==> src/rtl/i2s_mic_rx_if.sv <==
// ----------------------------------------------------------------------------
// i2s_mic_rx_if : sample stream from the I2S microphone receiver to the
//                 audio/PCM datapath.
//
//   s_data  [DATA_W] sample at FIFO head, MSB = first received bit
//   s_chan           channel of s_data (0 = left, 1 = right)
//   s_valid          head entry present
//   s_ready          consumer takes the head when s_valid & s_ready
//
// master = receiver side, slave = consumer side.
// ----------------------------------------------------------------------------
interface i2s_mic_rx_if #(
   parameter int DATA_W = 18
);
   logic [DATA_W-1:0] s_data;
   logic              s_chan;
   logic              s_valid;
   logic              s_ready;

   modport master (
      output s_data,
      output s_chan,
      output s_valid,
      input  s_ready
   );

   modport slave (
      input  s_data,
      input  s_chan,
      input  s_valid,
      output s_ready
   );
endinterface

==> src/rtl/i2s_mic_rx.sv <==
// ----------------------------------------------------------------------------
// i2s_mic_rx : I2S MEMS-microphone receiver.
//
// Generates bclk/ws for one or two microphones sharing d_in, deserialises
// DATA_W-bit samples (MSB first, one-bit I2S delay after the ws edge), tags
// each with its channel and queues it in a FIFO_DEPTH-entry FIFO.
//
// Ports:
//   clk      system clock
//   reset    synchronous, active-high reset
//   enable   run capture; low holds the bus idle (FIFO is kept)
//   d_in     serial data from the microphone(s)
//   bclk     bit clock, period 2*CLK_DIV clk
//   ws       word select, 0 = left slot, 1 = right slot
//   overrun  sticky: a word was dropped on a full FIFO (reset clears it)
//   s        sample stream (i2s_mic_rx_if.master)
// ----------------------------------------------------------------------------
module i2s_mic_rx #(
   parameter int DATA_W     = 18,
   parameter int CLK_DIV    = 2,
   parameter int FIFO_DEPTH = 4,
   parameter int STEREO     = 1
) (
   input  logic          clk,
   input  logic          reset,
   input  logic          enable,
   input  logic          d_in,
   output logic          bclk,
   output logic          ws,
   output logic          overrun,
   i2s_mic_rx_if.master  s
);

   localparam int DIV_W = (CLK_DIV > 1) ? $clog2(CLK_DIV) : 1;
   localparam int PTR_W = (FIFO_DEPTH > 1) ? $clog2(FIFO_DEPTH) : 1;
   localparam logic [DIV_W-1:0] DIV_LAST  = DIV_W'(CLK_DIV - 1);
   localparam logic [4:0]       LAST_SLOT = 5'(DATA_W);
   localparam logic [PTR_W:0]   FULL_CNT  = (PTR_W + 1)'(FIFO_DEPTH);

   // ------------------------------------------------------------------
   // Bus timing and deserialiser state
   // ------------------------------------------------------------------
   logic [DIV_W-1:0]  div_cnt_r;
   logic              bclk_r;
   logic [5:0]        bitpos_r;
   logic [DATA_W-1:0] shift_r;
   logic              push_r;
   logic              push_chan_r;

   logic              wrap_s;
   logic              rise_s;
   logic              fall_s;
   logic [4:0]        slot_s;
   logic              capture_s;
   logic              word_done_s;

   // Edge detection and slot decode from the divider/frame registers
   always_comb begin
      wrap_s      = (div_cnt_r == DIV_LAST);
      rise_s      = enable & wrap_s & ~bclk_r;
      fall_s      = enable & wrap_s & bclk_r;
      slot_s      = bitpos_r[4:0];
      capture_s   = 1'b0;
      word_done_s = 1'b0;
      if (rise_s && (slot_s != 5'd0) && (slot_s <= LAST_SLOT)) begin
         capture_s = 1'b1;
      end else begin
         capture_s = 1'b0;
      end
      // In mono mode the right slot is clocked but never queued.
      if (rise_s && (slot_s == LAST_SLOT) && ((STEREO != 0) || !bitpos_r[5])) begin
         word_done_s = 1'b1;
      end else begin
         word_done_s = 1'b0;
      end
   end

   // Divider, bit clock, frame position and shift register
   always_ff @(posedge clk) begin
      if (reset) begin
         div_cnt_r   <= '0;
         bclk_r      <= 1'b0;
         bitpos_r    <= 6'd0;
         shift_r     <= '0;
         push_r      <= 1'b0;
         push_chan_r <= 1'b0;
      end else if (!enable) begin
         // Idle bus; a partially received word is thrown away.
         div_cnt_r   <= '0;
         bclk_r      <= 1'b0;
         bitpos_r    <= 6'd0;
         shift_r     <= '0;
         push_r      <= 1'b0;
         push_chan_r <= 1'b0;
      end else begin
         if (wrap_s) begin
            div_cnt_r <= '0;
            bclk_r    <= ~bclk_r;
         end else begin
            div_cnt_r <= div_cnt_r + DIV_W'(1);
         end
         // 6-bit counter wraps 63 -> 0 by itself.
         if (fall_s) begin
            bitpos_r <= bitpos_r + 6'd1;
         end
         // Truncating cast drops the oldest bit; also legal for DATA_W = 1.
         if (capture_s) begin
            shift_r <= DATA_W'({shift_r, d_in});
         end
         // The completed word sits in shift_r for a whole bclk period, so
         // the FIFO write is taken one clk after the LSB sampling edge.
         push_r <= word_done_s;
         if (word_done_s) begin
            push_chan_r <= bitpos_r[5];
         end
      end
   end

   assign bclk = bclk_r;
   assign ws   = bitpos_r[5];

   // ------------------------------------------------------------------
   // Output FIFO (registered storage, no bypass path)
   // ------------------------------------------------------------------
   logic [DATA_W-1:0] mem_r      [FIFO_DEPTH];
   logic              chan_mem_r [FIFO_DEPTH];
   logic [PTR_W-1:0]  wr_ptr_r;
   logic [PTR_W-1:0]  rd_ptr_r;
   logic [PTR_W:0]    count_r;
   logic              overrun_r;

   logic              full_s;
   logic              pop_s;
   logic              wr_s;
   logic              drop_s;

   // Push/pop arbitration; a pop frees the slot for a same-cycle push
   always_comb begin
      full_s = (count_r == FULL_CNT);
      pop_s  = (count_r != '0) & s.s_ready;
      wr_s   = push_r & (~full_s | pop_s);
      drop_s = push_r & full_s & ~pop_s;
   end

   // FIFO storage, pointers, occupancy and sticky overrun
   always_ff @(posedge clk) begin
      if (reset) begin
         for (int i = 0; i < FIFO_DEPTH; i++) begin
            mem_r[i]      <= '0;
            chan_mem_r[i] <= 1'b0;
         end
         wr_ptr_r  <= '0;
         rd_ptr_r  <= '0;
         count_r   <= '0;
         overrun_r <= 1'b0;
      end else begin
         if (wr_s) begin
            mem_r[wr_ptr_r]      <= shift_r;
            chan_mem_r[wr_ptr_r] <= push_chan_r;
            wr_ptr_r             <= wr_ptr_r + PTR_W'(1);
         end
         if (pop_s) begin
            rd_ptr_r <= rd_ptr_r + PTR_W'(1);
         end
         case ({wr_s, pop_s})
            2'b10:   count_r <= count_r + (PTR_W + 1)'(1);
            2'b01:   count_r <= count_r - (PTR_W + 1)'(1);
            default: count_r <= count_r;
         endcase
         overrun_r <= overrun_r | drop_s;
      end
   end

   assign s.s_data  = mem_r[rd_ptr_r];
   assign s.s_chan  = chan_mem_r[rd_ptr_r];
   assign s.s_valid = (count_r != '0);
   assign overrun   = overrun_r;

endmodule

==> src/flat_wrapper.sv <==
// flat-port wrapper written by rule: the top's interface ports become plain ports
module i2s_mic_rx_flat 
#(
   parameter int DATA_W     = 18,
   parameter int CLK_DIV    = 2,
   parameter int FIFO_DEPTH = 4,
   parameter int STEREO     = 1
)
  (clk, reset, enable, d_in, bclk, ws, overrun, s_s_data, s_s_chan, s_s_valid, s_s_ready);
  i2s_mic_rx_if #(.DATA_W(DATA_W)) s_i ();
  input  logic clk;
  input  logic reset;
  input  logic enable;
  input  logic d_in;
  output logic bclk;
  output logic ws;
  output logic overrun;
  output wire logic [$bits(s_i.s_data)-1:0] s_s_data;
  output wire logic [$bits(s_i.s_chan)-1:0] s_s_chan;
  output wire logic [$bits(s_i.s_valid)-1:0] s_s_valid;
  input wire logic [$bits(s_i.s_ready)-1:0] s_s_ready;
  assign s_s_data = s_i.s_data;
  assign s_s_chan = s_i.s_chan;
  assign s_s_valid = s_i.s_valid;
  assign s_i.s_ready = s_s_ready;
  i2s_mic_rx #(.DATA_W(DATA_W), .CLK_DIV(CLK_DIV), .FIFO_DEPTH(FIFO_DEPTH), .STEREO(STEREO)) u_core (.clk(clk), .reset(reset), .enable(enable), .d_in(d_in), .bclk(bclk), .ws(ws), .overrun(overrun), .s(s_i));
endmodule
==> config.mk <==
export PLATFORM = sky130hd
export DESIGN_NAME = i2s_mic_rx_flat
export DESIGN_NICKNAME = d
export VERILOG_FILES = /design/src/rtl/i2s_mic_rx_if.sv /design/src/rtl/i2s_mic_rx.sv /design/src/flat_wrapper.sv
export SDC_FILE = /design/constraint.sdc
export NUM_CORES = 1
export LEC_CHECK = 0
export CELL_PAD_IN_SITES_DETAIL_PLACEMENT = 0
export CELL_PAD_IN_SITES_GLOBAL_PLACEMENT = 1
export CORE_MARGIN = 2
export CORE_UTILIZATION = 56
export DETAILED_ROUTE_END_ITERATION = 8
export DONT_BUFFER_PORTS = 1
export GPL_TIMING_DRIVEN = 0
export PLACE_DENSITY = 0.9
export SYNTH_ARGS = -nofsm -noshare
export SYNTH_HDL_FRONTEND = slang
export SYNTH_SLANG_ARGS = --single-unit
==> constraint.sdc <==
create_clock -name clk -period 3.39 [get_ports clk]
set_input_delay 0.678 -clock clk [delete_from_list [all_inputs] [get_ports clk]]
set_output_delay 0.678 -clock clk [all_outputs]
set_load 0.01 [all_outputs]
---- After elaboration in Yosys (flattened, before gate mapping) ----
Memory sizes are Yosys's and may differ from the RTL's. A register that Yosys moved wholly into a read port is not among the register bits.
Cells that the tools add are included.
word-level totals
  register bits ........................... 36
  RAM bits ................................ 76
  output and inout port bits .............. 23
  word-level logic and storage cells ...... 64
  memories ................................ 2
memories
  name               depth  width  rd ports  clocked after memory_dff  write ports  line               source
  u_core.mem_r       4      18     1         1                         4            i2s_mic_rx.sv:125  logic [DATA_W-1:0] mem_r [FIFO_DEPTH];
  u_core.chan_mem_r  4      1      1         1                         4            i2s_mic_rx.sv:126  logic chan_mem_r [FIFO_DEPTH];
cells by class
  add/sub/neg operators ................... 6
  order comparisons ....................... 1
  equality and inequality tests ........... 4
  multiplexer cells ....................... 18
  bitwise operators ....................... 13
  reductions and logical operators ........ 10
operators with widths
  operator                                                number
  two-way mux 18 bit                                      1
  OR reduction 18 bit                                     1
  two-way mux 2 bit                                       6
  two-way mux 1 bit                                       10
  AND 1 bit                                               7
  adder 6 x 1 -> 6 bit (second input constant)            1
  case mux 3 bit (2 select lines)                         1
  == test 5 bit (second input constant)                   1
  less-or-equal comparator 5 bit (second input constant)  1
  nonzero test 5 bit                                      1
  adder 2 x 1 -> 2 bit (second input constant)            2
  inverter 1 bit                                          4
  adder 3 x 1 -> 3 bit (second input constant)            1
  == test 3 bit (second input constant)                   1
  logical AND 1 bit                                       3
  nonzero test 3 bit                                      1
  OR reduction 3 bit                                      1
  subtractor 3 x 1 -> 3 bit (second input constant)       1
  == test 2 x 1 -> 1 bit (second input constant)          1
  == test 2 bit (second input constant)                   1
  bitwise OR 1 bit                                        2
  nonzero test 2 bit                                      1
  OR reduction 2 bit                                      1
  adder 1 bit (second input constant)                     1
  OR reduction 1 bit                                      1

---- Logic depth before layout (Yosys ltp) ----
  word-level depth ........................ 9
  mapped depth ............................ 8
  depth with buffers taken out ............ 8

---- Least setup slack after synthesis ----
Ideal clock, no wire load.
  kind .................................... input -> register
  start ................................... in s_s_ready
  end ..................................... reg u_core.count_r[2]
  setup time .............................. 71 ps
  arrival time ............................ 2269 ps
  path slack .............................. 1050 ps
  stages on the path ...................... 8
  path buffers ............................ 0
  cells stage by stage .................... nor4b_4 > nand2b_4 > ha_1 > inv_1 > fa_1 > xor2_1 > or3_1 > a21oi_1
on the way
  longest elaborated chain between the ends .. 5
ends and longest elaborated chain
  item                                                                          line                source
  from (decl)                                                                   flat_wrapper.sv:21  input wire logic [$bits(s_i.s_ready)-1:0] s_s_ready;
  AND 1 bit (*)                                                                 i2s_mic_rx.sv:140   pop_s = (count_r != '0) & s.s_ready;
  bitwise OR 1 bit                                                              i2s_mic_rx.sv:141   wr_s = push_r & (~full_s | pop_s);
  AND 1 bit                                                                     i2s_mic_rx.sv:141
  == test 2 x 1 -> 1 bit / == test 2 bit (equally long branches)                i2s_mic_rx.sv:165   case ({wr_s, pop_s})
  case mux 3 bit (2 select lines) / nonzero test 2 bit (equally long branches)  n/a
  to (signal assigned)                                                          i2s_mic_rx.sv:166   2'b10: count_r <= count_r + (PTR_W + 1)'(1);
  to (signal assigned)                                                          i2s_mic_rx.sv:167   2'b01: count_r <= count_r - (PTR_W + 1)'(1);
  to (signal assigned)                                                          i2s_mic_rx.sv:168   default: count_r <= count_r;
  to (decl)                                                                     i2s_mic_rx.sv:129   logic [PTR_W:0] count_r;
Every way passes the cells marked *; elsewhere a longest branch is shown, timed or not.
A chain may end at the register's enable or synchronous reset.

==> metrics <==
RSZ-0062 raised after global routing false; Max Freq 0.352 GHz; total global-route track usage between 20% and 30%; critical-path maximum fanout 10; area of the core 8300 um2; Cells after Synth 348; Die Ht between 90 and 100 um; antenna-violating nets left 0; CP endpoint kind primary output; FF-to-FF path depth 5; vias in the first global route 2,794; pwr dens 579 nW/um2; post-synthesis instance area 4840 um2; global-route wire length before repair roughly 14,000 um; initial antenna violation count 0; Clock Latency Late Sink 0.52 ns; Ys Warns 0; hold depth 2; Layout Nets 377; clock sinks about 110; syn avg cell area 13.9 um2; sequential cell area fraction in the yosys report 62.8%; CP Data Required Time 2.71 ns; DRC 0; Async SR Flop Fraction 0%; cell leakage power 1.92 nW; number of synthesized flops with an enable pin 76; Vias between 2k and 3k; routed vias/inst 5.46; ys flop type edfxtp_1; worst path arrival time 2.16 ns; CP Cell Sequence clkbuf_2 > clkbuf_1 > mux4_2; Hold/Removal Path Class input pin to register; drt initial violations 187; Diodes inserted 0; Final Non-Filler Cells 485; Distinct cells, synth 39; Routed WL per cell 17.9 um; MaxCap Viol Count 0; Row Count 33; Area Overhead vs Synth 13.7%; Worst-Margin Slew 0.998 ns; Slew Viols, Final 0; Max stage delay on crit path 0.58 ns; syn_nets 358; Fin Setup TNS 0 ns; Clock Tree Buf Depth 2; fin crit period between 2 and 3 ns; CP startpoint kind register; Root Buffer clkbuf_8; H-tree levels 4; final setup fails 0; Hold-fix buffers, CTS 0; VDD IR max approximately 0.00036 V; I/O pins 28; Worst Setup Path Type register to primary output; final worst-path cycle share ~84%; gp weighted congestion between 0.7 and 0.8; Initial Util around three fifths; largest net degree at the start of global routing 20; slowest CP cell clkbuf_1; final hold violation count 0; post-DP HPWL about 5400 um; Placed Instances 453; Detailed Route WL 8690 um; DIE AREA 9410 um2; Layout Skew 0.0110 ns; layout cells sized above 1 17.4%; Die Wd 97.0 um; CTS tree yes; TritonRoute pass-1 iters 4; Clk pin slew, worst setup/hold paths approximately 0.060 ns; cts bufs inserted 17; outcome finished clean; Synth Register Bits between 100 and 150; Port Buffers 0; Slew headroom about a third; cts repair resizes 0; Post CTS Setup Buffer Count 0; gr ovfl total 0
[per-layer routing]
metal,part of all wire (%),GRT usage [%],vias to the layer above,wire (um)
met5,0,0,-,0
met4,0.76,8.78,0,66
met3,4.8,6.00,6,419
met2,52,33.8,57,4500
met1,43,24.8,1306,3700
li1,-,-,1278,-
[sequential cells by signal (all words and copies together) (netlist names), named ones only]
| name | count |
|---|---|
| u_core.push_chan_r | 1 |
| u_core.chan_mem_r | 4 |
| u_core.bclk | 1 |
| u_core.rd_ptr_r | 2 |
| u_core.overrun | 1 |
| u_core.shift_r | 18 |
| u_core.div_cnt_r | 1 |
| u_core.wr_ptr_r | 2 |
| u_core.count_r | 3 |
| u_core.mem_r | 72 |
| u_core.bitpos_r | 6 |
| u_core.push_r | 1 |
[synthesized netlist by cell type, types with 2 or more instances]
| master | instances | area, um2 |
|---|---|---|
| xnor2_1 | 5 | 43.8 |
| mux2i_1 | 19 | 190 |
| or3_1 | 3 | 18.8 |
| buf_4 | 2 | 15.0 |
| or2_1 | 2 | 12.5 |
| nand4_1 | 2 | 12.5 |
| nand2_1 | 23 | 86.3 |
| buf_2 | 9 | 45.0 |
| o21ai_0 | 2 | 10.0 |
| mux4_2 | 19 | 428 |
| a21oi_1 | 5 | 25.0 |
| nor2_1 | 20 | 75.1 |
| nor2b_1 | 2 | 12.5 |
| inv_1 | 6 | 22.5 |
| xor2_1 | 5 | 43.8 |
| ha_1 | 4 | 50.1 |
| clkbuf_2 | 2 | 10.0 |
| dfxtp_1 | 38 | 761 |
| and3_1 | 3 | 18.8 |
| edfxtp_1 | 76 | 2280 |
| clkbuf_1 | 4 | 15.0 |
| nand3_1 | 3 | 15.0 |
| nand2b_1 | 2 | 12.5 |
| nor4_2 | 2 | 25.0 |
| and2_1 | 76 | 475 |
[area by class of cell]
type,count,area [um2]
plain buffers,19,100
inverters,6,22.5
well taps,105,131
clock inverters,14,115
multi-input cells,209,1680
fillers,597,2790
clock buffers,18,418
flip-flops and latches,114,3040
[worst max-delay path: cells and delay by family, from the launching register on]
family                 cells  cell delay [ns]
DFF                        1             0.31
buffers and inverters      2             0.87
muxes                      1             0.46
[final timing paths]
kind | start | to | slack [ns]
max | register | s_s_data[11] | 0.55
min reg2reg | u_core.div_cnt_r$_SDFF_PP0_ | u_core.div_cnt_r$_SDFF_PP0_ | 0.49
max reg2reg | u_core.count_r[0]$_SDFFE_PP0P_ | u_core.mem_r[2][12]$_SDFFCE_PN0P_ | 0.99
min | d_in | u_core.shift_r[0]$_SDFFE_PP0P_ | 0.31
[cells in the final DEF, fill, tap and decap left out, drive strengths merged]
cell type	count
nor4b	1
clkinvlp	5
o31ai	1
nor3b	1
xor2	5
and2	76
or2	3
o31a	1
nor2	20
o21bai	1
xnor2	5
nor4	2
nand3	3
nand2	23
and3	3
ha	4
buf	13
nand4	2
or3	3
edfxtp	76
clkbuf	24
a21o	1
inv	8
nor2b	2
mux2i	19
dfxtp	38
nand3b	1
o21ai	2
clkinv	6
mux4	19
and3b	1
fa	1
a21oi	5
nand2b	3
nor3	1
bufinv	1
[where the power goes]
part / internal (mW) / switching, mW
sequential: 1.53 / 0.0139
clock: 0.962 / 0.621
combinational: 0.0206 / 0.0431
total: 2.51 / 0.678
[metrics by stage]
step / util, % / power, mW / instance area, um2 / hold WS (ns) / setup slack (ns)
5_1_grt: 66.4 / 3.29 / 5510 / 0.309 / 0.461
6_report: 66.4 / 3.19 / 5510 / 0.312 / 0.550
2_1_floorplan: - / 1.61 / 4840 / 0.453 / 1.05
3_5_place_dp: 60.0 / 1.63 / 4980 / 0.481 / 0.575
3_3_place_gp: 60.0 / 1.63 / 4980 / 0.471 / 0.627
4_1_cts: 66.4 / 3.21 / 5510 / 0.292 / 0.509
[logic make-up (layout without fill, tap and decap cells)]
family / count (synthesis) / after routing / share of synthesized area, %
xor+xnor: 10 / 10 / 1.81
buf+inv: 25 / 57 / 2.53
mux: 38 / 38 / 12.8
compound gates: 11 / 11 / 1.37
simple gates: 145 / 145 / 17.3
flops: 114 / 114 / 62.8
fa+ha+maj: 5 / 5 / 1.45
Power figures use the tool's default switching activity.
